File: src/rtl/spi_frame_rx.sv
// spi_frame_rx: SPI mode-0 receiver for 16-bit write frames.
// A frame is {rw, addr[6:0], data[7:0]}, sent MSB first. Every SPI pin is
// resynchronised into the clk domain before any logic reads it.
module spi_frame_rx #(
    parameter int SYNC_STAGES = 2
) (
    input  logic       clk,
    input  logic       rst_n,
    input  logic       sclk,
    input  logic       copi,
    input  logic       ncs,
    output logic       wr_valid,
    output logic [6:0] wr_addr,
    output logic [7:0] wr_data,
    output logic       frame_err,
    output logic       busy
);

    typedef enum logic {
        IDLE  = 1'b0,
        SHIFT = 1'b1
    } state_t;

    localparam logic [2:0] SETTLE = 3'(SYNC_STAGES + 1);

    logic [SYNC_STAGES-1:0] sclk_sync_q, copi_sync_q, ncs_sync_q;
    logic                   sclk_dly_q, copi_dly_q, ncs_dly_q;
    logic                   sclk_s, ncs_s;
    logic                   sclk_rise, ncs_rise, ncs_fall;

    logic [2:0]  settle_q;
    logic        armed_q;

    state_t      state_q, state_d;
    logic [15:0] shift_q, shift_d;
    logic [4:0]  count_q, count_d;
    logic [6:0]  addr_q, addr_d;
    logic [7:0]  data_q, data_d;
    logic        valid_q, valid_d;
    logic        err_q, err_d;

    // Synchronizer chains plus one edge-detect flop per SPI input.
    always_ff @(posedge clk or negedge rst_n) begin
        if (!rst_n) begin
            sclk_sync_q <= '0;
            copi_sync_q <= '0;
            ncs_sync_q  <= '1;
            sclk_dly_q  <= 1'b0;
            copi_dly_q  <= 1'b0;
            ncs_dly_q   <= 1'b1;
        end else begin
            sclk_sync_q <= {sclk_sync_q[SYNC_STAGES-2:0], sclk};
            copi_sync_q <= {copi_sync_q[SYNC_STAGES-2:0], copi};
            ncs_sync_q  <= {ncs_sync_q[SYNC_STAGES-2:0], ncs};
            sclk_dly_q  <= sclk_sync_q[SYNC_STAGES-1];
            copi_dly_q  <= copi_sync_q[SYNC_STAGES-1];
            ncs_dly_q   <= ncs_sync_q[SYNC_STAGES-1];
        end
    end

    assign sclk_s    = sclk_sync_q[SYNC_STAGES-1];
    assign ncs_s     = ncs_sync_q[SYNC_STAGES-1];
    assign sclk_rise = sclk_s & ~sclk_dly_q;
    assign ncs_rise  = ncs_s & ~ncs_dly_q;
    assign ncs_fall  = ~ncs_s & ncs_dly_q;

    // Arm frame start only once the chains have flushed the reset value and
    // ncs is genuinely high, so a frame already running at reset release is
    // skipped until its ncs has risen and fallen again.
    always_ff @(posedge clk or negedge rst_n) begin
        if (!rst_n) begin
            settle_q <= '0;
            armed_q  <= 1'b0;
        end else begin
            if (settle_q != SETTLE) begin
                settle_q <= settle_q + 3'd1;
            end
            if (settle_q == SETTLE && ncs_s && ncs_dly_q) begin
                armed_q <= 1'b1;
            end
        end
    end

    // FSM and datapath state register.
    always_ff @(posedge clk or negedge rst_n) begin
        if (!rst_n) begin
            state_q <= IDLE;
            shift_q <= '0;
            count_q <= '0;
            addr_q  <= '0;
            data_q  <= '0;
            valid_q <= 1'b0;
            err_q   <= 1'b0;
        end else begin
            state_q <= state_d;
            shift_q <= shift_d;
            count_q <= count_d;
            addr_q  <= addr_d;
            data_q  <= data_d;
            valid_q <= valid_d;
            err_q   <= err_d;
        end
    end

    // Next-state: shift on sclk rise, evaluate the frame on ncs rise.
    always_comb begin
        state_d = state_q;
        shift_d = shift_q;
        count_d = count_q;
        addr_d  = addr_q;
        data_d  = data_q;
        valid_d = 1'b0;
        err_d   = 1'b0;
        unique case (state_q)
            IDLE: begin
                if (armed_q && ncs_fall) begin
                    state_d = SHIFT;
                    shift_d = '0;
                    count_d = '0;
                end
            end
            SHIFT: begin
                // ncs rise wins over a coincident sclk rise.
                if (ncs_rise) begin
                    state_d = IDLE;
                    if (count_q == 5'd16) begin
                        if (shift_q[15]) begin
                            valid_d = 1'b1;
                            addr_d  = shift_q[14:8];
                            data_d  = shift_q[7:0];
                        end
                    end else begin
                        err_d = 1'b1;
                    end
                end else if (sclk_rise && !ncs_s) begin
                    shift_d = {shift_q[14:0], copi_dly_q};
                    if (count_q != 5'd17) begin
                        count_d = count_q + 5'd1;
                    end
                end
            end
            default: state_d = IDLE;
        endcase
    end

    assign wr_valid  = valid_q;
    assign frame_err = err_q;
    assign wr_addr   = addr_q;
    assign wr_data   = data_q;
    assign busy      = (state_q == SHIFT);

endmodule
File: config.mk
export PLATFORM = sky130hd
export DESIGN_NAME = spi_frame_rx
export DESIGN_NICKNAME = d
export VERILOG_FILES = /design/src/rtl/spi_frame_rx.sv
export SDC_FILE = /design/constraint.sdc
export NUM_CORES = 1
export LEC_CHECK = 0
export BUFFER_PORTS_ARGS = -buffer_cell sky130_fd_sc_hd__buf_4
export CORE_ASPECT_RATIO = 1.25
export CORE_MARGIN = 1
export CORE_UTILIZATION = 51
export DETAILED_ROUTE_END_ITERATION = 8
export GPL_TIMING_DRIVEN = 0
export PLACE_DENSITY = 0.74
export SLEW_MARGIN = 20
export SYNTH_ARGS = -nofsm -noshare
export SYNTH_HDL_FRONTEND = slang
export SYNTH_SLANG_ARGS = --single-unit
File: constraint.sdc
create_clock -name clk -period 1.7 [get_ports clk]
set_input_delay 0.17 -clock clk [delete_from_list [all_inputs] [get_ports clk]]
set_output_delay 0.17 -clock clk [all_outputs]
set_load 0.05 [all_outputs]
* Yosys cells after proc, flatten, opt, wreduce, memory -nomap -nowiden
Index checks and enable logic that the tools add are counted.
Cells by class: add/sub/neg operators 2, eq/ne operators 8, muxes and demuxes 19, bitwise logic cells 7, reductions and logical operators 8
Operators with widths (count):
- 16-bit 2-to-1 mux | 3
- 16-bit one-hot mux with 2 select lines | 1
- 5-bit 2-to-1 mux | 4
- 5-bit one-hot mux with 2 select lines | 1
- 1-bit 2-to-1 mux | 9
- 4-bit AND reduction | 2
- 5-bit by 1-bit adder with 5-bit output (second input constant) | 1
- 5-bit equality test (second input constant) | 1
- 5-bit inequality test (second input constant) | 1
- 1-bit logical AND | 4
- 2-bit by 1-bit inequality test with 1-bit output (second input constant) | 2
- 2-bit inequality test (second input constant) | 2
- 1-bit inverter | 4
- 3-bit by 1-bit adder with 3-bit output (second input constant) | 1
- 1-bit bitwise AND | 3
- 3-bit by 2-bit equality test with 1-bit output (second input constant) | 1
- 3-bit by 2-bit inequality test with 1-bit output (second input constant) | 1
- 3-bit AND reduction | 1
- 1-bit one-hot mux with 2 select lines | 1
- 1-bit zero test | 1
Storage, ports and cells: register bits 52, input bits 5, output and inout port bits 18, logic and storage cells 59

* Depth between registers and ports, before layout
Gate-level depths: netlist of run 1.
word-level depth 6, mapped depth 7, mapped depth without buffers 5

* Worst setup path after synthesis of run 1
Ideal clock, no wire load.
kind reg2reg, start point register state_q, in the netlist busy, end point register addr_q[0], in the netlist wr_addr[0], setup time 0.125 ns, data arrival time 1.725 ns, data required time 1.575 ns, slack -0.150 ns, stages on the path, launching flop included 7, buffers on the path 3, period minus slack after synthesis 1.850 ns, cell sequence dfrtp_1 buf_4 and3b_1 and3_1 buf_6 buf_12 mux2_4
On the way: word-level cells in the longest chain between the ends 1
RTL lines:
- from (decl) | line 34 | state_t state_q, state_d;
- from (signal assigned) | line 95 | state_q <= state_d;
- 4-bit AND reduction (no line)
- to (signal assigned) | line 98 | addr_q <= addr_d;
- to (decl) | line 37 | logic [6:0] addr_q, addr_d;
No other way between the ends. A chain may end at the register's enable or synchronous reset.

* Worst setup path after layout of run 1
start point register count_q[1], end point register data_q[7], in the netlist wr_data[7]
On the way: word-level cells in the longest chain between the ends 2
RTL lines:
- from (decl) | line 36 | logic [4:0] count_q, count_d;
- from (signal assigned) | line 97 | count_q <= count_d;
- 5-bit equality test | line 126 | if (count_q == 5'd16) begin
- 4-bit AND reduction (no line)
- to (signal assigned) | line 99 | data_q <= data_d;
- to (decl) | line 38 | logic [7:0] data_q, data_d;
No other way between the ends.

==> results.cfg, run 1 <==
[finish]
final_nets = 187
multi_input_area_um2 = 719
areaGrowthSynthToFinish_pct = 24.6
finalNonFillerCells = 231
layout-drive-gt1-share_pct = 41.2
diodes = 0
fill_cells = 279
finish.instance_area_mm2 = 0.00259
regArea_mm2 = 0.00131

[logic_synthesis]
synthFlopType = dfrtp_1
ys_warn_count = 0
postSynthCellCount = 138
synth_edf_count = 0
synth.avg_cell_area_um2 = 15.1
ys_types = 39
synth.cell_area_mm2 = 0.00208
ys_ff_latch = 52
syn_nets = 148
async_reset_ff_share_pct = 100
seq_area_frac_synth_pct = 62.7

[setup_path]
critPathSlowestCell = dfrtp_1
critPathKind = reg -> reg
cp.arrival_ns = 1.86
crit_fanout = 5
endpoint_kind = flop
required_ns = 1.90
max_stage_delay_ns = 0.41
crit_chain = inv_2 > ha_4 > and4bb_1 > and3_4 > clkbuf_16 > mux2_4
startpoint_type = flop

[placement]
routabilityCongestion = 0.881
dp_hpwl_um = 2230
placed_cells = 214
portBuffers = 22
place_ws_ns = -0.106
placedInstanceArea_mm2 = 0.00232

[route]
postRouteAntennaNets = 0
drt_iter0_markers = 50
viasPerCell = 5.42
wl_per_cell_um = 15.3
drt_wl_total_um = 3540
drc = 0
vias = 1253
first_pass_iters = 4

[sta]
tightestPinTransition_ns = 0.640
whs_ns = 0.358
hold_viol_final = 0
finalSetupViolCount = 0
fin_ws_ns = 0.0381
relSlewSlack_pct = 57.3
period_share_pct = 97.8
layout_min_cycle_time_ns = 1.66
finClkSkew_ns = 0.0101
finalMaxSlewViolations = 0
max_freq_mhz = 602
tns_ns = 0

[run]
cap_violations = 0

[die]
die_h_um = 73.4
die_area_mm2 = 0.00434
num_rows = 25
die_x_um = 59.1
io_pins = 23
start_util_pct = 54.1
core_mm2 = 0.00385

[cts]
clock_sinks = 52
clock_path_buffers = 2
tritoncts = built
root_buffer = clkbuf_8
clkLatencyLatePin_ns = 0.30
clk_pin_slew_ns = 0.09
cts_inserted_buffers = 5
htree_levels = 2

[pwr]
p_leak_nw = 1.23
irDropWorstVdd_uv = 696
p_per_area_mw_per_mm2 = 1040

[global_routing]
grt.overflow.total = 0
grt_max_degree = 53
first_global_vias = 1222
antenna_found_initial = 0
grt.total_usage_pct = 17.5
grt_pass1_wl_um = 5540

[hold_path]
min_path_type = reg -> reg

[status]
status = complete, no violations
cell type report:
cell class / count / area share [%]
multi-input combinational: 73 / 27.7
sequential: 52 / 50.4
inverter: 5 / 0.724
buffer: 6 / 2.17
tap: 54 / 2.60
clock inverter: 2 / 2.32
clock buffer: 5 / 2.65
timing repair buffer: 34 / 11.4
cell families after synthesis:
logic type	Yosys count	synth area share, %
AO/OA/AOI/OAI	31	12.7
multiplexers	16	10.3
AND/OR/NAND/NOR	20	6.79
flip-flops	52	62.7
adder cells (fa/ha/maj)	5	3.00
XOR/XNOR	1	0.421
buffers and inverters	13	4.09
cells in the mapped netlist (3+ instances only):
cell type  count  area (um^2)
a22o_1        16          140
dfrtp_1       49         1230
dfstp_2        3         78.8
ha_1           5         62.6
inv_1          5         18.8
mux2_2         7         78.8
mux2_4         9          135
nand2_1        3         11.3
o211ai_1       3         22.5
o21ai_0        3         15.0
cell usage in the layout (no fill, tap or decap), types with 2 or more instances in the layout:
master	netlist	layout
dfrtp_1	49	47
buf_4	1	28
a22o_1	16	16
mux2_4	9	10
mux2_2	7	6
clkbuf_8	0	5
ha_1	5	4
dlygate4sd3_1	0	4
inv_1	5	3
o21ai_0	3	3
nand2_1	3	3
o211ai_1	3	3
dfstp_2	3	3
inv_2	0	2
buf_6	2	2
and4bb_1	2	2
buf_12	1	2
nor2_1	2	2
nor3_1	2	2
dfrtp_2	0	2
bufinv_16	0	2
layer usage:
| metal | global-route usage (%) | routed length (um) | up-vias |
|---|---|---|---|
| met1 | 20.2 | 1570 | 640 |
| met3 | 4.75 | 105 | 5 |
| li1 | - | - | 582 |
| met2 | 30.1 | 1810 | 26 |
| met5 | 0 | 0 | - |
| met4 | 7.67 | 53 | 0 |
stage by stage:
stage / utilization [%] / power [mW]
2_1_floorplan: - / 1.59
3_3_place_gp: 60.3 / 1.66
3_5_place_dp: 60.3 / 1.69
4_1_cts: 66.2 / 2.69
5_1_grt: 67.4 / 2.83
6_report: 67.4 / 2.71
registers in the layout, indices dropped and copies added, names as in the netlist:
| signal | flops |
|---|---|
| ncs_sync_q | 2 |
| copi_dly_q | 1 |
| busy | 1 |
| sclk_dly_q | 1 |
| settle_q | 3 |
| ncs_dly_q | 1 |
| frame_err | 1 |
| armed_q | 1 |
| sclk_sync_q | 2 |
| wr_data | 8 |
| wr_valid | 1 |
| copi_sync_q | 2 |
| count_q | 5 |
| shift_q | 16 |
| wr_addr | 7 |
what timing repair did:
item / CTS / global route
buffers inserted: 6 / 1
gates resized for setup: 2 / 7
endpoints found under the setup margin: 11 / 27
pin swaps: 0 / 1
hold buffers: 4 / 0
gates cloned: 0 / 1
endpoints found under the hold margin: 52 / 0
critical path: cells and delay by family (launching register included):
| family | cells | cell delay, ns |
|---|---|---|
| muxes | 1 | 0.29 |
| buffers and inverters | 2 | 0.27 |
| and+or+nand+nor | 2 | 0.46 |
| adders and majority gates | 1 | 0.13 |
| DFF | 1 | 0.41 |
path summary, 6_finish.rpt:
kind | startpoint | endpoint | slack (ns) | cells past startpoint
setup / recovery | count_q[1]$_DFFE_PN0P_ | wr_data[7]$_DFFE_PN0P_ | 0.04 | 6
hold / removal | ncs_sync_q[0]$_DFF_PN1_ | ncs_sync_q[1]$_DFF_PN1_ | 0.36 | 0
setup reg to reg | count_q[1]$_DFFE_PN0P_ | wr_data[7]$_DFFE_PN0P_ | 0.04 | 6
hold reg to reg | ncs_sync_q[0]$_DFF_PN1_ | ncs_sync_q[1]$_DFF_PN1_ | 0.36 | 0
max in group asynchronous | rst_n | busy$_DFF_PN0_ | 0.80 | 2
min in group asynchronous | rst_n | count_q[1]$_DFFE_PN0P_ | 0.43 | 2
where the power goes:
group	leakage, nW	switching (mW)	internal [mW]
Clock	0.0642	0.381	0.579
Combinational	0.502	0.186	0.180
Sequential	0.668	0.0759	1.31
Total	1.23	0.643	2.07
Note: power is estimated with default switching activity, not from simulation.
==> run 2, diff against run 1 <==
Settings changed: CELL_PAD_IN_SITES_DETAIL_PLACEMENT from default to 0, CELL_PAD_IN_SITES_GLOBAL_PLACEMENT from default to 1, CORE_UTILIZATION 51 to 43, PLACE_DENSITY 0.74 to default, PLACE_DENSITY_LB_ADDON from default to 0.1.
==> run 2 against run 1 <==
Compared with the run above:
- hold slack better by 0.0016 ns
- design area shrank 0.29%
- register-to-register slack about the same
- largest cell class unchanged
- total power down 8.4%
- sequential share of layout area rose by 0.15 points
==> results.cfg, run 2 (synthesis results as in run 1) <==
[status]
status = complete, no violations

[sta]
fin_ws_ns = 0.0326
layout_min_cycle_time_ns = 1.67
max_freq_mhz = 600
whs_ns = 0.360
finClkSkew_ns = 0.00732
period_share_pct = 98.1
finalSetupViolCount = 0
finalMaxSlewViolations = 0
hold_viol_final = 0
relSlewSlack_pct = 58.4
tightestPinTransition_ns = 0.624
grt_setup_unrepaired = yes
tns_ns = 0

[global_routing]
grt_max_degree = 53
antenna_found_initial = 0
grt_use_met3_pct = 4.00
grt_pass1_wl_um = 5870
first_global_vias = 1229
grt_use_met1_pct = 19.7
grt.overflow.total = 0
grt.busiest_layer = met2
grt.total_usage_pct = 15.1
use_met2_pct = 24.0

[route]
first_pass_iters = 3
wl_per_cell_um = 15.1
viasPerCell = 5.24
drt_iter0_markers = 47
vias = 1246
postRouteAntennaNets = 0
drc = 0
drt_wl_total_um = 3600

[cts]
clk_pin_slew_ns = 0.09
tritoncts = built
cts_inserted_buffers = 5
clkLatencyLatePin_ns = 0.30
root_buffer = clkbuf_8
htree_levels = 2
clock_sinks = 52
clock_path_buffers = 2

[pwr]
p_seq_share_pct = 55.6
clkPwrFrac_pct = 28.7
p_sw_share_pct = 26.2
p_sw_uw = 650
p_int_mw = 1.83
total_power_mw = 2.48
p_per_area_mw_per_mm2 = 959
irDropWorstVdd_uv = 555
p_leak_nw = 1.23
combPwrFrac_pct = 15.7

[placement]
routabilityCongestion = 0.749
portBuffers = 22
dp_hpwl_um = 2240
placedInstanceArea_mm2 = 0.00232
placed_cells = 218
place_ws_ns = -0.0876

[setup_path]
crit_chain = inv_2 > ha_4 > and4bb_1 > and3_4 > buf_8 > clkbuf_16 > mux2_4
max_stage_delay_ns = 0.42
cp.arrival_ns = 1.86
endpoint_kind = flop
crit_fanout = 6
critPathKind = reg -> reg
critPathSlowestCell = dfrtp_2
required_ns = 1.89
startpoint_type = flop

[finish]
final_nets = 189
regMostFlops = shift_q
diodes = 0
layout_common_cells = dfrtp_1 (47), buf_4 (29), a22o_1 (16), mux2_4 (12), clkbuf_8 (6)
final_util_pct = 57.1
finalNonFillerCells = 238
layout_commonest_cell = dfrtp_1
finish.instance_area_mm2 = 0.00259
layout-drive-gt1-share_pct = 41.7
areaGrowthSynthToFinish_pct = 24.2
largest_reg_flops = 16
fill_cells = 390

[run]
cap_violations = 0

[hold_path]
min_path_type = reg -> reg

[die]
core_mm2 = 0.00453
start_util_pct = 46.0
num_rows = 27
die_h_um = 79.8
io_pins = 23
die_area_mm2 = 0.00513
die_x_um = 64.2
## run 2: worst max-delay path, delay by kind of cell, from the launching register on
kind                     cells  cell delay [ns]
adder cells (fa/ha/maj)      1             0.12
flip-flops                   1             0.42
multiplexers                 1             0.29
buffers and inverters        3             0.35
AND/OR/NAND/NOR              2             0.38
## run 2: layer usage
layer / vias up / wire [um]
met4: 0 / 50
met5: - / 0
li1: 583 / -
met3: 5 / 120
met1: 636 / 1650
met2: 22 / 1790
## run 2: final cells by class
| class | instances | area [um^2] | share of cell area, % |
|---|---|---|---|
| Timing Repair Buffer | 35 | 303 | 11.7 |
| Clock buffer | 6 | 82.6 | 3.19 |
| Inverter | 5 | 18.8 | 0.726 |
| Clock inverter | 2 | 10.0 | 0.387 |
| Buffer | 7 | 71.3 | 2.76 |
| Tap cell | 58 | 72.6 | 2.81 |
| Sequential cell | 52 | 1310 | 50.6 |
| Multi-Input combinational cell | 73 | 721 | 27.9 |
## run 2: worst paths after layout
kind	from	to	slack, ns	cells past startpoint
worst max-delay path	count_q[0]$_DFFE_PN0P_	wr_addr[4]$_DFFE_PN0P_	0.03	7
worst min-delay path	ncs_sync_q[0]$_DFF_PN1_	ncs_sync_q[1]$_DFF_PN1_	0.36	0
worst max register to register	count_q[0]$_DFFE_PN0P_	wr_addr[4]$_DFFE_PN0P_	0.03	7
worst min register to register	ncs_sync_q[0]$_DFF_PN1_	ncs_sync_q[1]$_DFF_PN1_	0.36	0
max in group asynchronous	rst_n	count_q[0]$_DFFE_PN0P_	0.82	2
min in group asynchronous	rst_n	wr_addr[3]$_DFFE_PN0P_	0.43	2
## run 2: power groups by stage
stage | combinational (mW) | clock [mW] | sequential (mW)
after floorplan | 0.179 | 0 | 1.41
after global placement | 0.258 | 0 | 1.41
after detailed placement | 0.268 | 0 | 1.41
after CTS | 0.341 | 0.729 | 1.38
after global routing | 0.426 | 0.786 | 1.39
final | 0.388 | 0.713 | 1.38
## run 2: what timing repair did
action | in CTS | in global routing
hold endpoints to repair | 52 | 0
pin swaps | 0 | 2
setup buffers | 5 | 3
gates resized for setup | 2 | 9
hold buffers | 4 | 0
cloned | 0 | 1
endpoints found under the setup margin | 13 | 21
